File: config.mk
export PLATFORM = sky130hd
export DESIGN_NAME = rgb_to_ycbcr_pipe
export DESIGN_NICKNAME = d
export VERILOG_FILES = /design/src/rtl/ycc_pkg.sv /design/src/rtl/ycc_chan_mac.sv /design/src/rtl/rgb_to_ycbcr_pipe.sv
export SDC_FILE = /design/constraint.sdc
export NUM_CORES = 1
export LEC_CHECK = 0
export ABC_AREA = 1
export ABC_CLOCK_PERIOD_IN_PS = 3650
export BUFFER_PORTS_ARGS = -buffer_cell sky130_fd_sc_hd__buf_2
export CORE_ASPECT_RATIO = 1.2
export CORE_MARGIN = 2
export CORE_UTILIZATION = 35
export DETAILED_ROUTE_END_ITERATION = 10
export PLACE_DENSITY = 0.63
export SETUP_SLACK_MARGIN = 0.3
export SLEW_MARGIN = 15
export SYNTH_ARGS = -nofsm -noshare
export SYNTH_HDL_FRONTEND = slang
export SYNTH_SLANG_ARGS = --single-unit
File: constraint.sdc
create_clock -name clk -period 3.65 [get_ports clk]
set_input_delay 0.365 -clock clk [delete_from_list [all_inputs] [get_ports clk]]
set_output_delay 0.365 -clock clk [all_outputs]
set_load 0.01 [all_outputs]
File: src/rtl/ycc_pkg.sv
// Shared constants, types and arithmetic helpers for the RGB -> YCbCr converter.
// Coefficients are BT.601 full-range values scaled by 256.
package ycc_pkg;

    localparam int unsigned PIX_W  = 8;
    localparam int unsigned COEF_W = 9;
    localparam int unsigned ACC_W  = 18;
    localparam int unsigned SHIFT  = 8;

    localparam logic signed [ACC_W-1:0] ROUND_C = 18'sd128;
    localparam logic signed [ACC_W-1:0] PIX_MAX = 18'sd255;

    localparam logic signed [COEF_W-1:0] Y_R  =  9'sd77;
    localparam logic signed [COEF_W-1:0] Y_G  =  9'sd150;
    localparam logic signed [COEF_W-1:0] Y_B  =  9'sd29;
    localparam logic signed [COEF_W-1:0] CB_R = -9'sd43;
    localparam logic signed [COEF_W-1:0] CB_G = -9'sd85;
    localparam logic signed [COEF_W-1:0] CB_B =  9'sd128;
    localparam logic signed [COEF_W-1:0] CR_R =  9'sd128;
    localparam logic signed [COEF_W-1:0] CR_G = -9'sd107;
    localparam logic signed [COEF_W-1:0] CR_B = -9'sd21;

    // Frame/line flags carried alongside each pixel.
    typedef struct packed {
        logic sof;
        logic eol;
    } sideband_t;

    // One clamped 8-bit channel result plus whether the clamp engaged.
    typedef struct packed {
        logic             clamp;
        logic [PIX_W-1:0] data;
    } sat_pix_t;

    // Signed coefficient times unsigned pixel, in the accumulator width.
    function automatic logic signed [ACC_W-1:0] coef_mul(
        input logic signed [COEF_W-1:0] c,
        input logic        [PIX_W-1:0]  x
    );
        logic signed [ACC_W-1:0] c_ext;
        logic signed [ACC_W-1:0] x_ext;
        c_ext = ACC_W'(c);
        x_ext = $signed(ACC_W'(x));
        return c_ext * x_ext;
    endfunction

    function automatic sat_pix_t clamp_u8(input logic signed [ACC_W-1:0] v);
        sat_pix_t res;
        if (v[ACC_W-1]) begin
            res.clamp = 1'b1;
            res.data  = '0;
        end else if (v > PIX_MAX) begin
            res.clamp = 1'b1;
            res.data  = '1;
        end else begin
            res.clamp = 1'b0;
            res.data  = v[PIX_W-1:0];
        end
        return res;
    endfunction

endpackage

File: src/rtl/ycc_chan_mac.sv
// One output channel: S1 three products, S2 sum, S3 round/shift/offset/clamp.
// The clamp flag of the S3 stage is exported unregistered so the top can register it.
module ycc_chan_mac
    import ycc_pkg::*;
#(
    parameter logic signed [COEF_W-1:0] C0     = '0,
    parameter logic signed [COEF_W-1:0] C1     = '0,
    parameter logic signed [COEF_W-1:0] C2     = '0,
    parameter int                       OFFSET = 0
) (
    input  logic             clk,
    input  logic             rst,
    input  logic             hold,
    input  logic [PIX_W-1:0] x0,
    input  logic [PIX_W-1:0] x1,
    input  logic [PIX_W-1:0] x2,
    output logic [PIX_W-1:0] data,
    output logic             clamp_c
);

    logic signed [ACC_W-1:0] prod0, prod1, prod2;
    logic signed [ACC_W-1:0] sum_q;
    logic signed [ACC_W-1:0] shifted;
    logic signed [ACC_W-1:0] biased;
    sat_pix_t                clamped;

    // Arithmetic shift gives floor rounding on negative sums.
    always_comb begin
        shifted = (sum_q + ROUND_C) >>> SHIFT;
        biased  = shifted + ACC_W'(OFFSET);
        clamped = clamp_u8(biased);
        clamp_c = clamped.clamp;
    end

    always_ff @(posedge clk) begin
        if (rst) begin
            prod0 <= '0;
            prod1 <= '0;
            prod2 <= '0;
            sum_q <= '0;
            data  <= '0;
        end else if (!hold) begin
            prod0 <= coef_mul(C0, x0);
            prod1 <= coef_mul(C1, x1);
            prod2 <= coef_mul(C2, x2);
            sum_q <= prod0 + prod1 + prod2;
            data  <= clamped.data;
        end
    end

endmodule

File: src/rtl/rgb_to_ycbcr_pipe.sv
// Three-stage pipelined RGB to YCbCr (BT.601 full range) converter with a
// global hold, carrying valid/sof/eol alongside the pixel data.
module rgb_to_ycbcr_pipe
    import ycc_pkg::*;
#(
    parameter int CB_OFFSET = 128,
    parameter int CR_OFFSET = 128
) (
    input  logic             clk,
    input  logic             rst,
    input  logic             hold,
    input  logic             in_valid,
    input  logic             in_sof,
    input  logic             in_eol,
    input  logic [PIX_W-1:0] r_ch,
    input  logic [PIX_W-1:0] g_ch,
    input  logic [PIX_W-1:0] b_ch,
    output logic             out_valid,
    output logic             out_sof,
    output logic             out_eol,
    output logic [PIX_W-1:0] luma_ch,
    output logic [PIX_W-1:0] cb_ch,
    output logic [PIX_W-1:0] cr_ch,
    output logic             sat
);

    logic      v1, v2;
    sideband_t sb1, sb2;
    logic      y_clamp_c, cb_clamp_c, cr_clamp_c;

    ycc_chan_mac #(.C0(Y_R),  .C1(Y_G),  .C2(Y_B),  .OFFSET(0)) u_luma (
        .clk(clk), .rst(rst), .hold(hold),
        .x0(r_ch), .x1(g_ch), .x2(b_ch),
        .data(luma_ch), .clamp_c(y_clamp_c)
    );

    ycc_chan_mac #(.C0(CB_R), .C1(CB_G), .C2(CB_B), .OFFSET(CB_OFFSET)) u_cb (
        .clk(clk), .rst(rst), .hold(hold),
        .x0(r_ch), .x1(g_ch), .x2(b_ch),
        .data(cb_ch), .clamp_c(cb_clamp_c)
    );

    ycc_chan_mac #(.C0(CR_R), .C1(CR_G), .C2(CR_B), .OFFSET(CR_OFFSET)) u_cr (
        .clk(clk), .rst(rst), .hold(hold),
        .x0(r_ch), .x1(g_ch), .x2(b_ch),
        .data(cr_ch), .clamp_c(cr_clamp_c)
    );

    // Flag pipeline matches the three data stages; flags are gated off on bubbles.
    // Luma has only positive coefficients and never clamps, so OR-ing it into sat is harmless.
    always_ff @(posedge clk) begin
        if (rst) begin
            v1        <= 1'b0;
            v2        <= 1'b0;
            sb1       <= '0;
            sb2       <= '0;
            out_valid <= 1'b0;
            out_sof   <= 1'b0;
            out_eol   <= 1'b0;
            sat       <= 1'b0;
        end else if (!hold) begin
            v1        <= in_valid;
            sb1.sof   <= in_sof;
            sb1.eol   <= in_eol;
            v2        <= v1;
            sb2       <= sb1;
            out_valid <= v2;
            out_sof   <= v2 & sb2.sof;
            out_eol   <= v2 & sb2.eol;
            sat       <= y_clamp_c | cb_clamp_c | cr_clamp_c;
        end
    end

endmodule

Word level (Yosys, flattened, before mapping):

Cells that the tools add are included.

* bits in registers: 229
* input bits: 30
* output and inout port bits: 28
* word-level logic and storage cells: 56

* add/subtract/negate cells: 11
* multiply operators: 7
* magnitude comparators: 3
* multiplexer cells: 6
* bitwise operators: 4

Operator list (count)
* $add 18x18->18: 4
* $add 18x9->18 const B: 3
* $mux 9: 6
* $gt 18x9->1 const B: 2
* $mul 8x9->17 const A: 2
* $mul 7x8->15 const A: 2
* $add 10x9->11 const B: 2
* $add 16x18->18: 1
* $add 18x16->18: 1
* $mul 7x9->16 const A: 1
* $mul 6x9->15 const A: 1
* $mul 5x8->13 const A: 1
* $gt 10x9->1 const B: 1
* $and 1x1->1: 2
* $or 1x1->1: 2

Depth between registers and ports, before layout:

Gate-level depths: netlist of the first run.

* depth after elaboration: 7
* mapped depth: 19
* mapped depth without buffers: 19

By module:

A second synthesis of the first run with hierarchy kept.

* cells, all modules: 2511
* area total of the unflattened synthesis: 18784.3 sq um

By module, submodules not included
* ycc_chan_mac (u_luma): times used 1, cells an instance 891, area an instance 6490.0 sq um, sequential area each 1221.2 sq um
* ycc_chan_mac (u_cb): times used 1, cells an instance 828, area an instance 6266.0 sq um, sequential area each 1201.2 sq um
* ycc_chan_mac (u_cr): times used 1, cells an instance 747, area an instance 5665.4 sq um, sequential area each 1181.1 sq um
* rgb_to_ycbcr_pipe: times used 1, cells an instance 45, area an instance 362.8 sq um, sequential area each 200.2 sq um

Least setup slack after synthesis of the first run:

No wires, ideal clock.

* path type: input port to flip-flop
* start point: in g_ch[1]
* end point: reg u_cb.prod1[12]
* setup time: 115 ps
* arrival: 3418 ps
* required time: 3535 ps
* path slack: 117 ps
* stages on the path: 15
* path buffers: 0
* path through: inv_1 > ha_1 > fa_1 > fa_1 > inv_1 > fa_1 > inv_1 > ha_1 > nand2_1 > o21ai_0 > a21oi_1 > o21bai_1 > nor2_1 > o21ai_0 > inv_1

* longest elaborated chain between the ends: 1

Ends and longest elaborated chain
* start: declaration: line rgb_to_ycbcr_pipe.sv:16 `input logic [PIX_W-1:0] g_ch,`
* $mul 8x9->17: line ycc_pkg.sv:44 `return c_ext * x_ext;`
* end signal: assignment: line ycc_chan_mac.sv:44 `prod1 <= coef_mul(C1, x1);`
* end: declaration: line ycc_chan_mac.sv:21 `logic signed [ACC_W-1:0] prod0, prod1, prod2;`

Every way passes these cells.
A chain may end at the register's enable or synchronous reset.

Worst setup path after layout of the first run:

* start point: in g_ch[4]
* end point: reg u_cr.prod1[9]

* longest elaborated chain between the ends: 1

Ends and longest elaborated chain (line)
* $mul 8x9->17: ycc_pkg.sv:44
* end signal: assignment: ycc_chan_mac.sv:44
* end: declaration: ycc_chan_mac.sv:21

Every way passes these cells.

==> results of run 1 <==
worst max-delay path, stage by stage:
cell and delay, ns:
buf_2 0.10, inv_1 0.06, ha_1 0.35, fa_1 0.53, fa_1 0.46, fa_1 0.55
inv_1 0.06, ha_4 0.25, a21oi_2 0.15, o21ai_1 0.10, a21oi_1 0.17, xor2_1 0.17
nand2_1 0.07, o211ai_1 0.09, inv_1 0.05
per-stage QoR:
stage	instance area [um2]	cells	setup slack [ns]
2_1_floorplan	17700	2371	0.303
3_3_place_gp	19100	3084	-0.0168
3_5_place_dp	19100	3084	-0.0424
4_1_cts	19700	3115	0.439
5_1_grt	19800	3115	0.304
6_report	19800	3115	0.469
cell type report:
cell class | count | share of cell area (%)
flip-flops and latches | 178 | 18.0
clock buffers | 18 | 2.17
multi-input cells | 1730 | 62.9
repair buffers | 125 | 4.24
inverters | 407 | 7.75
clock inverters | 13 | 0.842
well taps | 644 | 4.08
cells in the final DEF, fill, tap and decap left out, types with 11 or more instances in the layout:
master	count
a21o_1	11
a21oi_1	170
a21oi_2	11
buf_2	55
buf_4	67
clkbuf_16	17
dfxtp_1	178
fa_1	96
ha_1	320
inv_1	403
nand2_1	380
nand3_1	104
nand4_1	30
nor2_1	262
nor3_1	20
o211ai_1	12
o21ai_0	163
o21bai_1	18
xnor2_1	11
xor2_1	55
sequential cells by signal, indices dropped and copies added (netlist names), 2 cells and up:
| signal | flops |
|---|---|
| u_cr.prod1 | 17 |
| u_cb.prod0 | 16 |
| u_cb.prod1 | 16 |
| u_cr.prod2 | 15 |
| u_luma.prod0 | 12 |
| u_luma.prod1 | 12 |
| u_cb.sum_q | 11 |
| u_cr.sum_q | 11 |
| u_luma.prod2 | 11 |
| u_luma.sum_q | 10 |
| u_cb.data | 8 |
| u_cr.data | 8 |
| u_luma.data | 8 |
| u_cb.prod2 | 7 |
| u_cr.prod0 | 6 |
| sb1 | 2 |
| sb2 | 2 |
final timing paths:
path | start | to | slack [ns] | cells after the start
setup reg to reg | u_cb.prod2[8]$_SDFFE_PP0N_ | u_cb.sum_q[17]$_SDFFE_PP0N_ | 1.13 | 10
setup / recovery | g_ch[4] | u_cr.prod1[9]$_SDFFE_PP0N_ | 0.47 | 15
hold / removal | in_sof | sb1[1]$_SDFFE_PP0N_ | 0.16 | 3
hold reg to reg | u_cb.data[5]$_SDFFE_PP0N_ | u_cb.data[5]$_SDFFE_PP0N_ | 0.46 | 2
metal layers:
| metal | wire length, um | global-route usage [%] | share of wire [%] |
|---|---|---|---|
| met1 | 20800 | 21.8 | 46 |
| met2 | 22600 | 32.5 | 50 |
| met3 | 812 | 1.43 | 1.8 |
| met4 | 990 | 5.45 | 2.2 |
| met5 | 0 | 0 | 0 |
power by group:
| group | internal, W | switching (W) |
|---|---|---|
| Clock | 0.00103 | 0.000868 |
| Combinational | 0.00213 | 0.00322 |
| Sequential | 0.00225 | 0.000327 |
kinds of logic (layout without fill, tap and decap cells):
family / count (synthesis) / after routing
AO/OA/AOI/OAI: 423 / 423
XOR/XNOR: 67 / 67
adder cells (fa/ha/maj): 422 / 422
buffers and inverters: 463 / 563
flip-flops: 178 / 178
AND/OR/NAND/NOR: 818 / 818
==> impl_metrics.csv, run 1 <==
group,metric,value,unit
routing,drcViolationCount,0,
synth,yosysMostFrequentCell,"inv_1",
die,core-area,50000,um2
synth,yosys-top-cells-area,"ha_1 23%, dfxtp_1 20%, fa_1 11%, inv_1 8.6%, nand2_1 8.1%",
global_route,grt_max_degree,81,
synth,synth.avg_cell_area,7.44,um2
timing,slew_violations,0,
synth,synthXorXnorAreaFrac,3.37,%
routing,ant_nets,0,
synth,synth_compound_area_share,13.1,%
critical_path,worstPathMaxFanout,4,
die,num_io_pins,58,
power_and_ir_drop,peakVddDrop,0.000340,V
synth,synth_top_family_by_area,"adder cells",
cts,numCtsBuffers,17,
global_route,antenna_found_initial,0,
cts,postCtsHoldBufs,0,
finish,multi_input_area,12400,um2
timing,fin_crit_sh,87.1,%
timing,layout_min_cycle_time,3.18,ns
routing,drtIter0Drc,717,
die,placementRows,90,
synth,synth_ff_type,"dfxtp_1",
critical_path,endpoint_kind,"register",
synth,ys_seq_area_share,20.2,%
critical_path,crit_required,4.00,ns
synth,synth_top_area_cell,"ha_1",
cts,cts_buffer_depth,2,
global_route,overflow,0,
cts,cts.sink_count,178,
synth,syn_nets,2823,
finish,fin_util,39.5,%
synth,synth_common_cells,"405 x inv_1, 380 x nand2_1, 325 x ha_1",
routing,routed_via_density,4.83,
global_route,grt_pass1_vias,14900,
flow_run,cap_viol_max_count,0,
cts,cts_resized,0,
placed_design,dp_hpwl,37400,um
finish,antenna_cells,0,
synth,muxShareOfSynthArea,0,%
die,die_h,250,um
routing,vias,15000,
timing,setup_viol,0,
die,start_util,35.3,%
cts,htree_levels,4,
routing,wl_per_cell,14.5,um
synth,netlist_instances,2371,
power_and_ir_drop,power_leakage,10.7,nW
timing,tightest_slew,0.767,ns
synth,ys_ff_latch,178,
timing,finalHoldViolCount,0,
synth,synth-warning-count,0,
timing,skew,0.0110,ns
power_and_ir_drop,p_total,0.00983,W
finish,layout-drive-gt1-share,8.22,%
critical_path,crit_type,"in2reg",
finish,nNetsFinal,2911,
die,dieArea,52200,um2
synth,synth_edf_count,0,
power_and_ir_drop,power_density,497,nW/um2
timing,rsz0062_at_grt,"yes",
synth,synth-async-reset-ratio,0,%
routing,drt_wl_total,45200,um
die,die_w,209,um
synth,synth_top_area_share,23.1,%
critical_path,arrival,3.53,ns
finish,nFillCells,5130,
synth,yosysUniqueCellTypes,41,
timing,fin_hold_ws,0.161,ns
timing,finalSetupTns,0,ns
global_route,grtUsageTotal,17.7,%
global_route,grt_pass1_wl,74700,um
cts,cts_setup_buffers,0,
finish,seq_area,3560,um2
cts,root_buffer,"clkbuf_16",
routing,drt_first_pass_iters,8,
synth,synth_fa_ha_area_share,34.1,%
placed_design,gp_congestion,0.900,
placed_design,io_buffers,57,
cts,clock_latency,0.46,ns
synth,yosys.area_share.simple,19.3,%
synth,synth_area,17600,um2
timing,slew_headroom,48.9,%
run_status,status,"finished, final reports clean",
timing,max_freq,314,MHz
critical_path,critPathLaunchType,"input pin",
cts,cts_tree,"done",
finish,syn_to_final_growth,12.1,%
min_path,hold_class,"in2reg",
cts,cts.reportedPaths.clkPinSlew,0.07,ns
Note: power is estimated with default switching activity, not from simulation.
==> run 2, diff against run 1 <==
--- a/config.mk
+++ b/config.mk
@@ -6,13 +6,14 @@
 export NUM_CORES = 1
 export LEC_CHECK = 0
 export ABC_AREA = 1
-export ABC_CLOCK_PERIOD_IN_PS = 3650
+export ABC_CLOCK_PERIOD_IN_PS = 2700
 export BUFFER_PORTS_ARGS = -buffer_cell sky130_fd_sc_hd__buf_2
 export CORE_ASPECT_RATIO = 1.2
 export CORE_MARGIN = 2
 export CORE_UTILIZATION = 35
+export CTS_BUF_LIST = sky130_fd_sc_hd__clkbuf_16
 export DETAILED_ROUTE_END_ITERATION = 10
-export PLACE_DENSITY = 0.63
+export PLACE_DENSITY = 0.62
 export SETUP_SLACK_MARGIN = 0.3
 export SLEW_MARGIN = 15
 export SYNTH_ARGS = -nofsm -noshare
==> constraint.sdc (replaced) <==
create_clock -name clk -period 2.7 [get_ports clk]
set_input_delay 0.27 -clock clk [delete_from_list [all_inputs] [get_ports clk]]
set_output_delay 0.27 -clock clk [all_outputs]
set_load 0.01 [all_outputs]
==> run 2 against run 1 <==
  * The run now ends with setup timing left
  * Final cell count up 6.5%
  * Critical path depth grew 2
  * Global-route usage grew 1.1 points
  * Clock power up 31%
  * Sequential power increased by 35%
  * Count of clock-buffer cells in the layout down 1
  * Non-clock buffer count up 203
  * First-iteration DRC count up 3.6%
  * Die area is the same
  * Register-to-register slack worse by 0.74 ns
  * Power rose by 73%
  * Combinational power up 110%
  * Critical path type unchanged
  * Largest power group unchanged
  * Highest routed layer unchanged
==> impl_metrics.csv, run 2 (synthesis results as in run 1) <==
group,metric,value,unit
cts,postCtsHoldBufs,0,
cts,cts.reportedPaths.clkPinSlew,0.07,ns
critical_path,worstPathMaxFanout,4,
placed_design,io_buffers,57,
die,start_util,35.3,%
finish,reg_top3,"u_cr.prod1 x17, u_cb.prod0 x16, u_cb.prod1 x16",
routing,drt_wl_total,49000,um
finish,fin_area,24100,um2
run_status,status,"complete, but fails checks",
critical_path,critPathLaunchType,"input pin",
timing,slew_headroom,24.1,%
cts,root_buffer,"clkbuf_16",
cts,cts_buffer_depth,2,
finish,fin_cells,3318,
timing,layout_min_cycle_time,2.90,ns
critical_path,crit_type,"in2reg",
power_and_ir_drop,power_density,708,nW/um2
cts,cts.sink_count,178,
timing,rsz0062_at_grt,"yes",
critical_path,slowest_delay,0.57,ns
finish,fin_util,48.2,%
critical_path,crit_required,2.98,ns
die,die_w,209,um
timing,skew,0.0131,ns
routing,drtIter0Drc,743,
global_route,overflow,0,
timing,setup_viol,36,
timing,tightest_slew,1.14,ns
placed_design,gp_congestion,0.919,
run_status,failed_checks,"setup timing",
die,placementRows,90,
critical_path,endpoint_kind,"register",
timing,slew_violations,0,
die,core-area,50000,um2
timing,fin_ws,-0.202,ns
finish,largest_reg_flops,17,
flow_run,cap_viol_max_count,0,
routing,drcViolationCount,0,
die,num_io_pins,58,
min_path,hold_class,"in2reg",
critical_path,crit_chain,"buf_12 > inv_12 > ha_4 > fa_1 > fa_1 > fa_1 > inv_2 > ha_4 > nand2_4 > o21ai_4 > nand2_2 > nand3_2 > nand2_1 > nand2_1 > nand2_1 > nand2_1 > a21oi_2",
timing,fin_hold_ws,0.107,ns
finish,seq_area,3590,um2
cts,cts_tree,"done",
power_and_ir_drop,p_total,0.0170,W
cts,clock_latency,0.44,ns
finish,nNetsFinal,3114,
timing,finalHoldViolCount,0,
critical_path,slowest_stage,"fa_1",
global_route,grt_max_degree,101,
global_route,grt_pass1_vias,16200,
power_and_ir_drop,power_leakage,12.0,nW
routing,ant_nets,0,
routing,vias,16100,
cts,numCtsBuffers,17,
timing,max_freq,345,MHz
global_route,grtUsageTotal,18.7,%
die,die_h,250,um
cts,htree_levels,4,
routing,routed_via_density,4.84,
timing,fin_crit_sh,107,%
routing,drt_first_pass_iters,6,
placed_design,placed_area,21400,um2
finish,antenna_cells,0,
finish,syn_to_final_growth,36.5,%
die,dieArea,52200,um2
placed_design,dp_cells,3250,
finish,final_common_cell,"inv_1",
finish,layout-drive-gt1-share,28.5,%
global_route,grt_pass1_wl,80200,um
routing,wl_per_cell,14.8,um
finish,multi_input_area,14700,um2
critical_path,cp_common_cell,"nand2_1",
finish,nFillCells,4775,
power_and_ir_drop,peakVddDrop,0.000403,V
finish,layout_common_cells,"344 x inv_1, 333 x nand2_1, 251 x nor2_1",
global_route,antenna_found_initial,0,
placed_design,dp_hpwl,39000,um
finish,regMostFlops,"u_cr.prod1",
critical_path,arrival,3.18,ns
==> run 2: cell count changes in the layout (fill, tap and decap cells not counted), sizes merged <==
cell / before / now
buf: 125 / 327
clkinv: 1 / 5
clkinvlp: 2 / 6
inv: 415 / 408
==> run 2: per-layer routing <==
metal  vias up  share of wire, %  global-route usage, %
met3        52               2.0                   1.52
met4         0               2.2                   4.90
met2       205                51                   34.9
li1       8256                 -                      -
met5         -                 0                      0
met1      7544                44                   23.0
==> run 2: worst paths after layout <==
check | end | start | slack [ns] | cells after the start
hold / removal | v1$_SDFFE_PP0N_ | in_valid | 0.11 | 3
setup reg to reg | u_cb.sum_q[13]$_SDFFE_PP0N_ | u_cb.prod2[10]$_SDFFE_PP0N_ | 0.39 | 9
setup / recovery | u_cr.prod1[15]$_SDFFE_PP0N_ | g_ch[4] | -0.20 | 17
hold reg to reg | u_cb.data[1]$_SDFFE_PP0N_ | u_cb.data[1]$_SDFFE_PP0N_ | 0.46 | 2
==> run 2: power breakdown <==
group          internal, W  leakage, nW  total [W]  switching, W
Combinational      0.00521         10.2     0.0111       0.00588
Clock              0.00137        0.280    0.00249       0.00112
Sequential         0.00305         1.48    0.00348      0.000421
Total              0.00963         12.0     0.0170       0.00741
==> run 2: critical path: cells and delay by family <==
kind	cells	cell delay [ns]
buf+inv	3	0.22
compound gates	2	0.20
fa+ha+maj	5	2.03
simple gates	7	0.46
==> run 2: stage by stage <==
step                setup slack (ns)  setup TNS [ns]
finish                        -0.202           -3.48
global route                  -0.352           -8.15
CTS                           -0.168           -2.05
detailed placement            -0.778          -36.28
global placement              -0.780          -34.52
floorplan                     -0.386           -8.40
==> run 2: timing repair <==
item,in CTS,in global routing
buffers inserted,28,9
pin swaps,139,113
resized for setup,218,175
setup endpoints to repair,69,88
==> run 2: area by class of cell <==
type	count	area share [%]
inverter	407	6.66
multi-input combinational	1730	61.1
tap	644	3.35
clock inverter	14	0.634
clock buffer	17	1.77
sequential	178	14.9
timing repair buffer	328	11.6
